`src/rtl/player_physics_ctrl_if.sv`:
```
// Bundle between the game logic (master) and the player state engine (slave):
// per-frame controls and obstacle stream in, renderer/HUD status out.
// NUM_LANES must match the NUM_LANES of the attached player_physics_ctrl.
interface player_physics_ctrl_if #(
   parameter int NUM_LANES = 3
);
   localparam int LANE_W = $clog2(NUM_LANES);

   logic                     new_frame;
   logic [15:0]              obstacle;
   logic                     obstacle_valid;
   logic                     firstrow;
   logic                     duck;
   logic                     jump;
   logic                     left;
   logic                     right;
   logic                     game_over;
   logic [LANE_W-1:0]        player_lane;
   logic signed [15:0]       player_height;
   logic [15:0]              player_score;
   logic                     ducking;
   logic                     airborne;

   modport master (
      output new_frame, obstacle, obstacle_valid, firstrow, duck, jump, left, right,
      input  game_over, player_lane, player_height, player_score, ducking, airborne
   );

   modport slave (
      input  new_frame, obstacle, obstacle_valid, firstrow, duck, jump, left, right,
      output game_over, player_lane, player_height, player_score, ducking, airborne
   );
endinterface

```
`src/rtl/player_physics_ctrl.sv`:
```
// Per-frame player state engine: lane, jump/gravity arc, duck timer, ground
// level (ramp / train roof), collision against the first obstacle row, score.
// Obstacles for the collision row are gathered between frames; each new_frame
// pulse commits one complete update in a single clock edge.
module player_physics_ctrl #(
   parameter int NUM_LANES     = 3,
   parameter int GRAVITY       = 3,
   parameter int VERTICAL_JUMP = 10,
   parameter int DUCK_LIMIT    = 15,
   parameter int LOW_CLEAR     = 8,
   parameter int TRAIN_HEIGHT  = 32,
   parameter int SCORE_STEP    = 4
) (
   input logic                  clk,
   input logic                  rst,
   player_physics_ctrl_if.slave bus
);
   localparam int                 LANE_W    = $clog2(NUM_LANES);
   localparam int                 CNT_W     = $clog2(DUCK_LIMIT + 1);
   localparam logic [LANE_W-1:0]  LANE_MAX  = LANE_W'(NUM_LANES - 1);
   localparam logic [LANE_W-1:0]  LANE_RST  = LANE_W'(NUM_LANES / 2);
   localparam logic [LANE_W:0]    LANE_CNT  = (LANE_W + 1)'(NUM_LANES);
   localparam logic [CNT_W-1:0]   CNT_LIMIT = CNT_W'(DUCK_LIMIT);
   localparam logic signed [15:0] TRAIN_H   = 16'(TRAIN_HEIGHT);
   localparam logic signed [15:0] LOW_H     = 16'(LOW_CLEAR);
   localparam logic signed [7:0]  JUMP_V    = 8'(VERTICAL_JUMP);
   localparam logic signed [9:0]  GRAV_V    = 10'(GRAVITY);

   localparam logic [2:0] T_LOW   = 3'b001;
   localparam logic [2:0] T_HIGH  = 3'b010;
   localparam logic [2:0] T_MID   = 3'b011;
   localparam logic [2:0] T_TRAIN = 3'b100;
   localparam logic [2:0] T_RAMP  = 3'b101;
   localparam logic [2:0] T_CAR   = 3'b110;

   typedef enum logic {ALIVE, DEAD} state_t;

   function automatic logic signed [7:0] sat_vel(input logic signed [9:0] v);
      if (v > 10'sd127)       return 8'sd127;
      else if (v < -10'sd127) return -8'sd127;
      else                    return v[7:0];
   endfunction

   function automatic logic signed [15:0] sat_height(input logic signed [16:0] h);
      if (h > 17'sd32767)       return 16'sh7FFF;
      else if (h < -17'sd32768) return 16'sh8000;
      else                      return h[15:0];
   endfunction

   function automatic logic [15:0] sat_score(input logic [16:0] s);
      return s[16] ? 16'hFFFF : s[15:0];
   endfunction

   // Moving cars block a lane exactly like a train car.
   function automatic logic is_train(input logic [2:0] t);
      return (t == T_TRAIN) || (t == T_CAR);
   endfunction

   state_t             state_q, state_n;
   logic [2:0]         row_q [NUM_LANES];
   logic [LANE_W-1:0]  lane_q, lane_n, tgt;
   logic signed [15:0] height_q, height_n, ground, h_sum;
   logic signed [7:0]  vel_q, vel_n;
   logic [CNT_W-1:0]   cnt_q, cnt_n;
   logic               ducking_q, ducking_n, air_q, air_n, hit;
   logic [15:0]        score_q, score_n;
   logic               game_over, frame_go;

   logic [LANE_W-1:0]  obs_lane;
   logic               obs_in_range, obs_unused;

   assign obs_lane     = bus.obstacle[3 +: LANE_W];
   assign obs_in_range = ({1'b0, obs_lane} < LANE_CNT);
   assign obs_unused   = ^bus.obstacle[15:3+LANE_W];

   // Collision-row table: cleared each frame, a coincident obstacle lands in the fresh table.
   always_ff @(posedge clk) begin
      if (rst) begin
         for (int i = 0; i < NUM_LANES; i++) row_q[i] <= '0;
      end else begin
         if (bus.new_frame)
            for (int i = 0; i < NUM_LANES; i++) row_q[i] <= '0;
         if (bus.obstacle_valid && bus.firstrow && obs_in_range)
            row_q[obs_lane] <= bus.obstacle[2:0];
      end
   end

   // Frame update: lane, duck, ground, vertical motion, collision, score in that order.
   always_comb begin
      tgt       = lane_q;
      lane_n    = lane_q;
      ducking_n = ducking_q;
      cnt_n     = cnt_q;
      vel_n     = vel_q;
      air_n     = air_q;
      height_n  = height_q;
      ground    = '0;
      h_sum     = '0;
      hit       = 1'b0;

      if (bus.left)       tgt = (lane_q == '0)       ? lane_q : lane_q - 1'b1;
      else if (bus.right) tgt = (lane_q == LANE_MAX) ? lane_q : lane_q + 1'b1;
      if (!(is_train(row_q[tgt]) && height_q < TRAIN_H)) lane_n = tgt;

      if (!ducking_q) begin
         if (bus.duck) begin
            ducking_n = 1'b1;
            cnt_n     = CNT_W'(1);
            if (air_q) vel_n = -JUMP_V;
         end
      end else if (cnt_q < CNT_LIMIT) begin
         cnt_n = cnt_q + 1'b1;
      end else if (bus.duck) begin
         cnt_n = CNT_W'(1);
      end else begin
         ducking_n = 1'b0;
         cnt_n     = '0;
      end

      if (is_train(row_q[lane_n]) || row_q[lane_n] == T_RAMP) ground = TRAIN_H;

      // Walking off a roof starts a free fall that is integrated in the same frame.
      if (bus.jump && !air_q && !ducking_n) begin
         vel_n = JUMP_V;
         air_n = 1'b1;
      end else if (!air_q && ground > height_q) begin
         height_n = ground;
      end else if (!air_q && ground < height_q) begin
         air_n = 1'b1;
         vel_n = '0;
      end

      if (air_n) begin
         h_sum = sat_height($signed({height_q[15], height_q}) + $signed({{9{vel_n[7]}}, vel_n}));
         vel_n = sat_vel($signed({{2{vel_n[7]}}, vel_n}) - GRAV_V);
         if (h_sum <= ground) begin
            height_n = ground;
            vel_n    = '0;
            air_n    = 1'b0;
         end else begin
            height_n = h_sum;
         end
      end

      case (row_q[lane_n])
         T_LOW:         hit = (height_n < LOW_H);
         T_HIGH:        hit = !ducking_n;
         T_MID:         hit = !ducking_n && (height_n < LOW_H);
         T_TRAIN, T_CAR: hit = (height_q < TRAIN_H);
         default:       hit = 1'b0;
      endcase

      score_n = hit ? score_q : sat_score({1'b0, score_q} + 17'(SCORE_STEP));
   end

   // Player state registers, committed only on a live frame.
   always_ff @(posedge clk) begin
      if (rst) begin
         lane_q    <= LANE_RST;
         height_q  <= '0;
         vel_q     <= '0;
         cnt_q     <= '0;
         ducking_q <= 1'b0;
         air_q     <= 1'b0;
         score_q   <= '0;
      end else if (frame_go) begin
         lane_q    <= lane_n;
         height_q  <= height_n;
         vel_q     <= vel_n;
         cnt_q     <= cnt_n;
         ducking_q <= ducking_n;
         air_q     <= air_n;
         score_q   <= score_n;
      end
   end

   // Life FSM state register.
   always_ff @(posedge clk) begin
      if (rst) state_q <= ALIVE;
      else     state_q <= state_n;
   end

   // Life FSM next state: a collision on a live frame is fatal and sticky.
   always_comb begin
      state_n = state_q;
      if (state_q == ALIVE && bus.new_frame && hit) state_n = DEAD;
   end

   // Life FSM outputs: frame commit enable and the death flag.
   always_comb begin
      game_over = (state_q == DEAD);
      frame_go  = bus.new_frame && (state_q == ALIVE);
   end

   assign bus.game_over     = game_over;
   assign bus.player_lane   = lane_q;
   assign bus.player_height = height_q;
   assign bus.player_score  = score_q;
   assign bus.ducking       = ducking_q;
   assign bus.airborne      = air_q;
endmodule

```
`src/flat_wrapper.sv`:
```
// flat-port wrapper written by rule: the top's interface ports become plain ports
module player_physics_ctrl_flat 
#(
   parameter int NUM_LANES     = 3,
   parameter int GRAVITY       = 3,
   parameter int VERTICAL_JUMP = 10,
   parameter int DUCK_LIMIT    = 15,
   parameter int LOW_CLEAR     = 8,
   parameter int TRAIN_HEIGHT  = 32,
   parameter int SCORE_STEP    = 4
)
  (clk, rst, bus_new_frame, bus_obstacle, bus_obstacle_valid, bus_firstrow, bus_duck, bus_jump, bus_left, bus_right, bus_game_over, bus_player_lane, bus_player_height, bus_player_score, bus_ducking, bus_airborne);
  player_physics_ctrl_if #(.NUM_LANES(NUM_LANES)) bus_i ();
  input logic clk;
  input logic rst;
  input wire logic [$bits(bus_i.new_frame)-1:0] bus_new_frame;
  input wire logic [$bits(bus_i.obstacle)-1:0] bus_obstacle;
  input wire logic [$bits(bus_i.obstacle_valid)-1:0] bus_obstacle_valid;
  input wire logic [$bits(bus_i.firstrow)-1:0] bus_firstrow;
  input wire logic [$bits(bus_i.duck)-1:0] bus_duck;
  input wire logic [$bits(bus_i.jump)-1:0] bus_jump;
  input wire logic [$bits(bus_i.left)-1:0] bus_left;
  input wire logic [$bits(bus_i.right)-1:0] bus_right;
  output wire logic [$bits(bus_i.game_over)-1:0] bus_game_over;
  output wire logic [$bits(bus_i.player_lane)-1:0] bus_player_lane;
  output wire logic [$bits(bus_i.player_height)-1:0] bus_player_height;
  output wire logic [$bits(bus_i.player_score)-1:0] bus_player_score;
  output wire logic [$bits(bus_i.ducking)-1:0] bus_ducking;
  output wire logic [$bits(bus_i.airborne)-1:0] bus_airborne;
  assign bus_i.new_frame = bus_new_frame;
  assign bus_i.obstacle = bus_obstacle;
  assign bus_i.obstacle_valid = bus_obstacle_valid;
  assign bus_i.firstrow = bus_firstrow;
  assign bus_i.duck = bus_duck;
  assign bus_i.jump = bus_jump;
  assign bus_i.left = bus_left;
  assign bus_i.right = bus_right;
  assign bus_game_over = bus_i.game_over;
  assign bus_player_lane = bus_i.player_lane;
  assign bus_player_height = bus_i.player_height;
  assign bus_player_score = bus_i.player_score;
  assign bus_ducking = bus_i.ducking;
  assign bus_airborne = bus_i.airborne;
  player_physics_ctrl #(.NUM_LANES(NUM_LANES), .GRAVITY(GRAVITY), .VERTICAL_JUMP(VERTICAL_JUMP), .DUCK_LIMIT(DUCK_LIMIT), .LOW_CLEAR(LOW_CLEAR), .TRAIN_HEIGHT(TRAIN_HEIGHT), .SCORE_STEP(SCORE_STEP)) u_core (.clk(clk), .rst(rst), .bus(bus_i));
endmodule
```
`config.mk`:
```
export PLATFORM = sky130hd
export DESIGN_NAME = player_physics_ctrl_flat
export DESIGN_NICKNAME = d
export VERILOG_FILES = /design/src/rtl/player_physics_ctrl_if.sv /design/src/rtl/player_physics_ctrl.sv /design/src/flat_wrapper.sv
export SDC_FILE = /design/constraint.sdc
export NUM_CORES = 1
export LEC_CHECK = 0
export BUFFER_PORTS_ARGS = -buffer_cell sky130_fd_sc_hd__buf_2
export CAP_MARGIN = 20
export CELL_PAD_IN_SITES_DETAIL_PLACEMENT = 1
export CELL_PAD_IN_SITES_GLOBAL_PLACEMENT = 1
export CORE_ASPECT_RATIO = 1.2
export CORE_MARGIN = 2
export CORE_UTILIZATION = 43
export CTS_CLUSTER_SIZE = 12
export DETAILED_ROUTE_END_ITERATION = 12
export GPL_TIMING_DRIVEN = 0
export PLACE_DENSITY_LB_ADDON = 0.1
export REMOVE_ABC_BUFFERS = 1
export SETUP_SLACK_MARGIN = 0.2
export SYNTH_ARGS = -nofsm -noshare
export SYNTH_HDL_FRONTEND = slang
export SYNTH_SLANG_ARGS = --single-unit
```
`constraint.sdc`:
```
create_clock -name clk -period 9.4 [get_ports clk]
set_input_delay 0.47 -clock clk [delete_from_list [all_inputs] [get_ports clk]]
set_output_delay 0.47 -clock clk [all_outputs]
set_load 0.02 [all_outputs]
```
==> results_dict.tcl <==
set metrics [dict create \
    status "finished, final reports clean" \
    initial_core_util 0.4385 \
    clock_sink_count 60 \
    max_clock_freq_mhz 117.4 \
    finish.instance_area_sq_mm 0.005014 \
    detailed_place_hpwl_um 9498 \
    comb_power_share 0.659 \
    synth-seq-area-share 0.3041 \
    num-nets-final 621 \
    slew_headroom 0.3067 \
    dominantRegCellSynth "sky130_fd_sc_hd__dfxtp_1" \
    yosys_warnings 0 \
    synth.area.top_cells "sky130_fd_sc_hd__dfxtp_1, sky130_fd_sc_hd__edfxtp_1, sky130_fd_sc_hd__ha_1" \
    drt-pass1-iter-count 5 \
    die_w_um 95.77 \
    finalWorstPathRequiredPeriod_ns 8.518 \
    power.internal_uw 982.6 \
    vias_in_the_first_global_route 4282 \
    grt_busiest_layer "met2" \
    drc_errors 0 \
    fp.dieArea_sq_mm 0.01093 \
    cts-buffers-inserted 9 \
    core_region_area_sq_mm 0.009910 \
    met3_usage 0.04147 \
    antenna_violations_before_repair 0 \
    grt_first_pass_wirelength_um 21510 \
    seq_power_share 0.178 \
    power.share.clock 0.163 \
    final-max-slew-violation-count 0 \
    ant_nets 0 \
    grt_usage 0.2530 \
    cp_max_delay_cell "sky130_fd_sc_hd__dfxtp_1" \
    place_ws_ns 0.2225 \
    skew_ns 0.004275 \
    finalSetupViolCount 0 \
    synthDominantAreaCellType "sky130_fd_sc_hd__dfxtp_1" \
    wl_per_cell_um 19.12 \
    synth_enable_flop_cells 12 \
    p_sw_uw 998.9 \
    startpoint_type "register" \
    min_path_type "in2reg" \
    worst_slack_ns 0.8820 \
    cts-root-buf "sky130_fd_sc_hd__clkbuf_16" \
    vertical_die_dimension_um 114.1 \
    synthDistinctLibCells 79 \
    clock_transition_at_path_regs_ns 0.05 \
    ctsLongestPathBuffers 2 \
    end_kind "register" \
    cts_tree "yes" \
    postSynthAreaPerCell_sq_um 8.261 \
    htreeDepth 3 \
    vdd_ir_drop_max_mv 0.1782 \
    antenna-diode-count 0 \
    yosysTopAreaCellShare 0.2211 \
    report.final.hold_viol_count 0 \
    switching_share 0.5041 \
    share_of_layout_cells_above_drive_strength_1 0.1597 \
    netlist_area_sq_mm 0.004345 \
    max-cap-violations 0 \
    placed_cells 684 \
    tightestPinTransition_ns 1.037 \
    synth_seq_cells 60 \
    grt.overflow.total 0 \
    hold_buffers 0 \
    powerDensity_mw_per_mm2 395.2 \
    drt-vias-per-instance 6.144 \
    post-route-util 0.5059 \
    leakagePower_nw 2.138 \
    worst_path_largest_cell_delay_ns 0.44 \
    synth_cells 526 \
    floorplan.io_pins 62 \
    use_met2 0.4294 \
    whs_ns 0.3461 \
    route.final.wire_length_um 13420 \
    grt_setup_unrepaired "false" \
    vias 4313 \
    finalWeightedCongestion 0.8427 \
    share_of_flip_flops_with_an_asynchronous_set_or_reset 0 \
    finalCritPeriodShare 0.9062 \
    final-instance-count-excl-fill 702 \
    count_of_port_buffers_added_during_placement 50 \
    final.setup.tns_ns 0 \
    area_delta_synth_final_pct 15.38 \
    r2r_slack_ns 0.88 \
    placed_cell_area_sq_mm 0.004663 \
    std_cell_rows 40 \
    grt.met1_usage 0.3213 \
    clk-insertion-delay-late_ns 0.34 \
    pin_count_of_the_biggest_net_entering_global_routing 51 \
    worstPathMaxFanout 12 \
    path_type_of_the_worst_setup_path "reg2reg" \
    worst_ep_arrival_time_ns 8.74 \
    violation_count_after_the_first_detailed_route_iteration 224 \
    worst_ep_required_time_ns 9.62 \
    report.power.total_mw 1.981 \
]
==> cell type report <==
type	count	area, sq um
clock buffers	10	229.0
repair buffers	51	257.7
well taps	126	157.7
multi-input cells	430	2922
clock inverters	6	55.05
inverters	19	71.32
fillers	1213	4896
flip-flops and latches	60	1321
==> cell usage after synthesis (all sizes together) (3+ instances only) <==
library cell / count
a41oi: 4
o21ai: 34
o31ai: 3
a2bb2oi: 3
o22ai: 5
nor2b: 9
or2: 5
clkbuf: 13
xor2: 3
edfxtp: 12
a31oi: 11
a211oi: 8
a311oi: 8
o211ai: 8
nor2: 49
nand3: 13
inv: 19
a21boi: 7
or3: 6
o2111ai: 4
nor3: 5
nand4: 4
buf: 7
mux2: 4
nand2b: 8
a21oi: 37
and2: 16
o21a: 7
a22oi: 13
a21o: 7
nor3b: 4
nand2: 51
and3: 8
nor4: 4
ha: 24
xnor2: 14
dfxtp: 48
mux2i: 10
==> layout by cell type, fill, tap and decap left out, types with 5 or more instances in the layout <==
cell,n
sky130_fd_sc_hd__a31oi_1,11
sky130_fd_sc_hd__nor2b_1,9
sky130_fd_sc_hd__a21o_1,7
sky130_fd_sc_hd__inv_1,19
sky130_fd_sc_hd__edfxtp_1,12
sky130_fd_sc_hd__a211oi_1,6
sky130_fd_sc_hd__dfxtp_1,48
sky130_fd_sc_hd__a22oi_1,13
sky130_fd_sc_hd__nor3_1,5
sky130_fd_sc_hd__mux2i_1,9
sky130_fd_sc_hd__o21a_1,7
sky130_fd_sc_hd__clkbuf_16,9
sky130_fd_sc_hd__or3_1,6
sky130_fd_sc_hd__buf_2,50
sky130_fd_sc_hd__a311oi_1,8
sky130_fd_sc_hd__xnor2_1,13
sky130_fd_sc_hd__ha_1,24
sky130_fd_sc_hd__and2_1,15
sky130_fd_sc_hd__nand3_1,13
sky130_fd_sc_hd__o21ai_1,8
sky130_fd_sc_hd__nand2b_1,8
sky130_fd_sc_hd__nor2_1,46
sky130_fd_sc_hd__o211ai_1,8
sky130_fd_sc_hd__o22ai_1,5
sky130_fd_sc_hd__o21ai_0,24
sky130_fd_sc_hd__and3_1,8
sky130_fd_sc_hd__a21oi_1,36
sky130_fd_sc_hd__a21boi_0,7
sky130_fd_sc_hd__nand2_1,50
==> worst max-delay path: cells and delay by family (launching register included) <==
kind            cells  cell delay (ns)
mux                 4             1.08
fa+ha+maj           4             1.29
buf+inv             2             0.22
simple gates        8             1.72
xor+xnor            1             0.34
flops               1             0.44
compound gates     14             3.30
==> cell families after synthesis <==
logic type | Yosys count | share of synthesized area
and+or+nand+nor | 188 | 0.2131
muxes | 14 | 0.03599
adders and majority gates | 25 | 0.07371
AOI/OAI and AO/OA | 182 | 0.2974
other | 1 | 0.0008630
DFF | 60 | 0.3041
xor gates and xnor gates | 17 | 0.03599
buffers and inverters | 39 | 0.03887
==> state kept, by name (all words and copies together), names as in the netlist <==
signal                    count
u_core.bus.player_height     16
u_core.bus.player_score      15
u_core.row_q                 12
u_core.vel_q                  8
u_core.cnt_q                  4
u_core.bus.player_lane        2
u_core.bus.airborne           1
u_core.bus.ducking            1
u_core.bus.game_over          1
==> repair_timing <==
| item | CTS | global route |
|---|---|---|
| setup buffers | 0 | 0 |
| gates resized for setup | 1 | 7 |
| cloned | 0 | 1 |
| endpoints found under the setup margin | 7 | 29 |
==> metal layers <==
metal | share of wire | wire (um) | vias to the layer above
met1 | 0.44 | 5861 | 2147
met2 | 0.51 | 6858 | 87
met3 | 0.033 | 443 | 19
li1 | - | - | 2060
met5 | 0 | 0 | -
met4 | 0.019 | 255 | 0
==> power by group through the flow <==
stage          Combinational, mW  Sequential, mW  Clock [mW]
6_report                    1.31           0.352       0.323
5_1_grt                     1.43           0.359       0.337
4_1_cts                     1.19           0.352       0.327
3_5_place_dp                1.17           0.356           0
3_3_place_gp                1.14           0.354           0
2_1_floorplan              0.836           0.377           0
==> path summary, 6_finish.rpt <==
check | startpoint | end | cells after the start
max | u_core.bus.player_lane[0]$_SDFFE_PP1P_ | u_core.bus.player_score[14]$_SDFFE_PP0P_ | 33
min | bus_obstacle[1] | u_core.row_q[3][1]$_DFFE_PP_ | 1
max reg2reg | u_core.bus.player_lane[0]$_SDFFE_PP1P_ | u_core.bus.player_score[14]$_SDFFE_PP0P_ | 33
min reg2reg | u_core.bus.player_score[9]$_SDFFE_PP0P_ | u_core.bus.player_score[9]$_SDFFE_PP0P_ | 2
No activity file was read; power rests on OpenSTA's default activity.
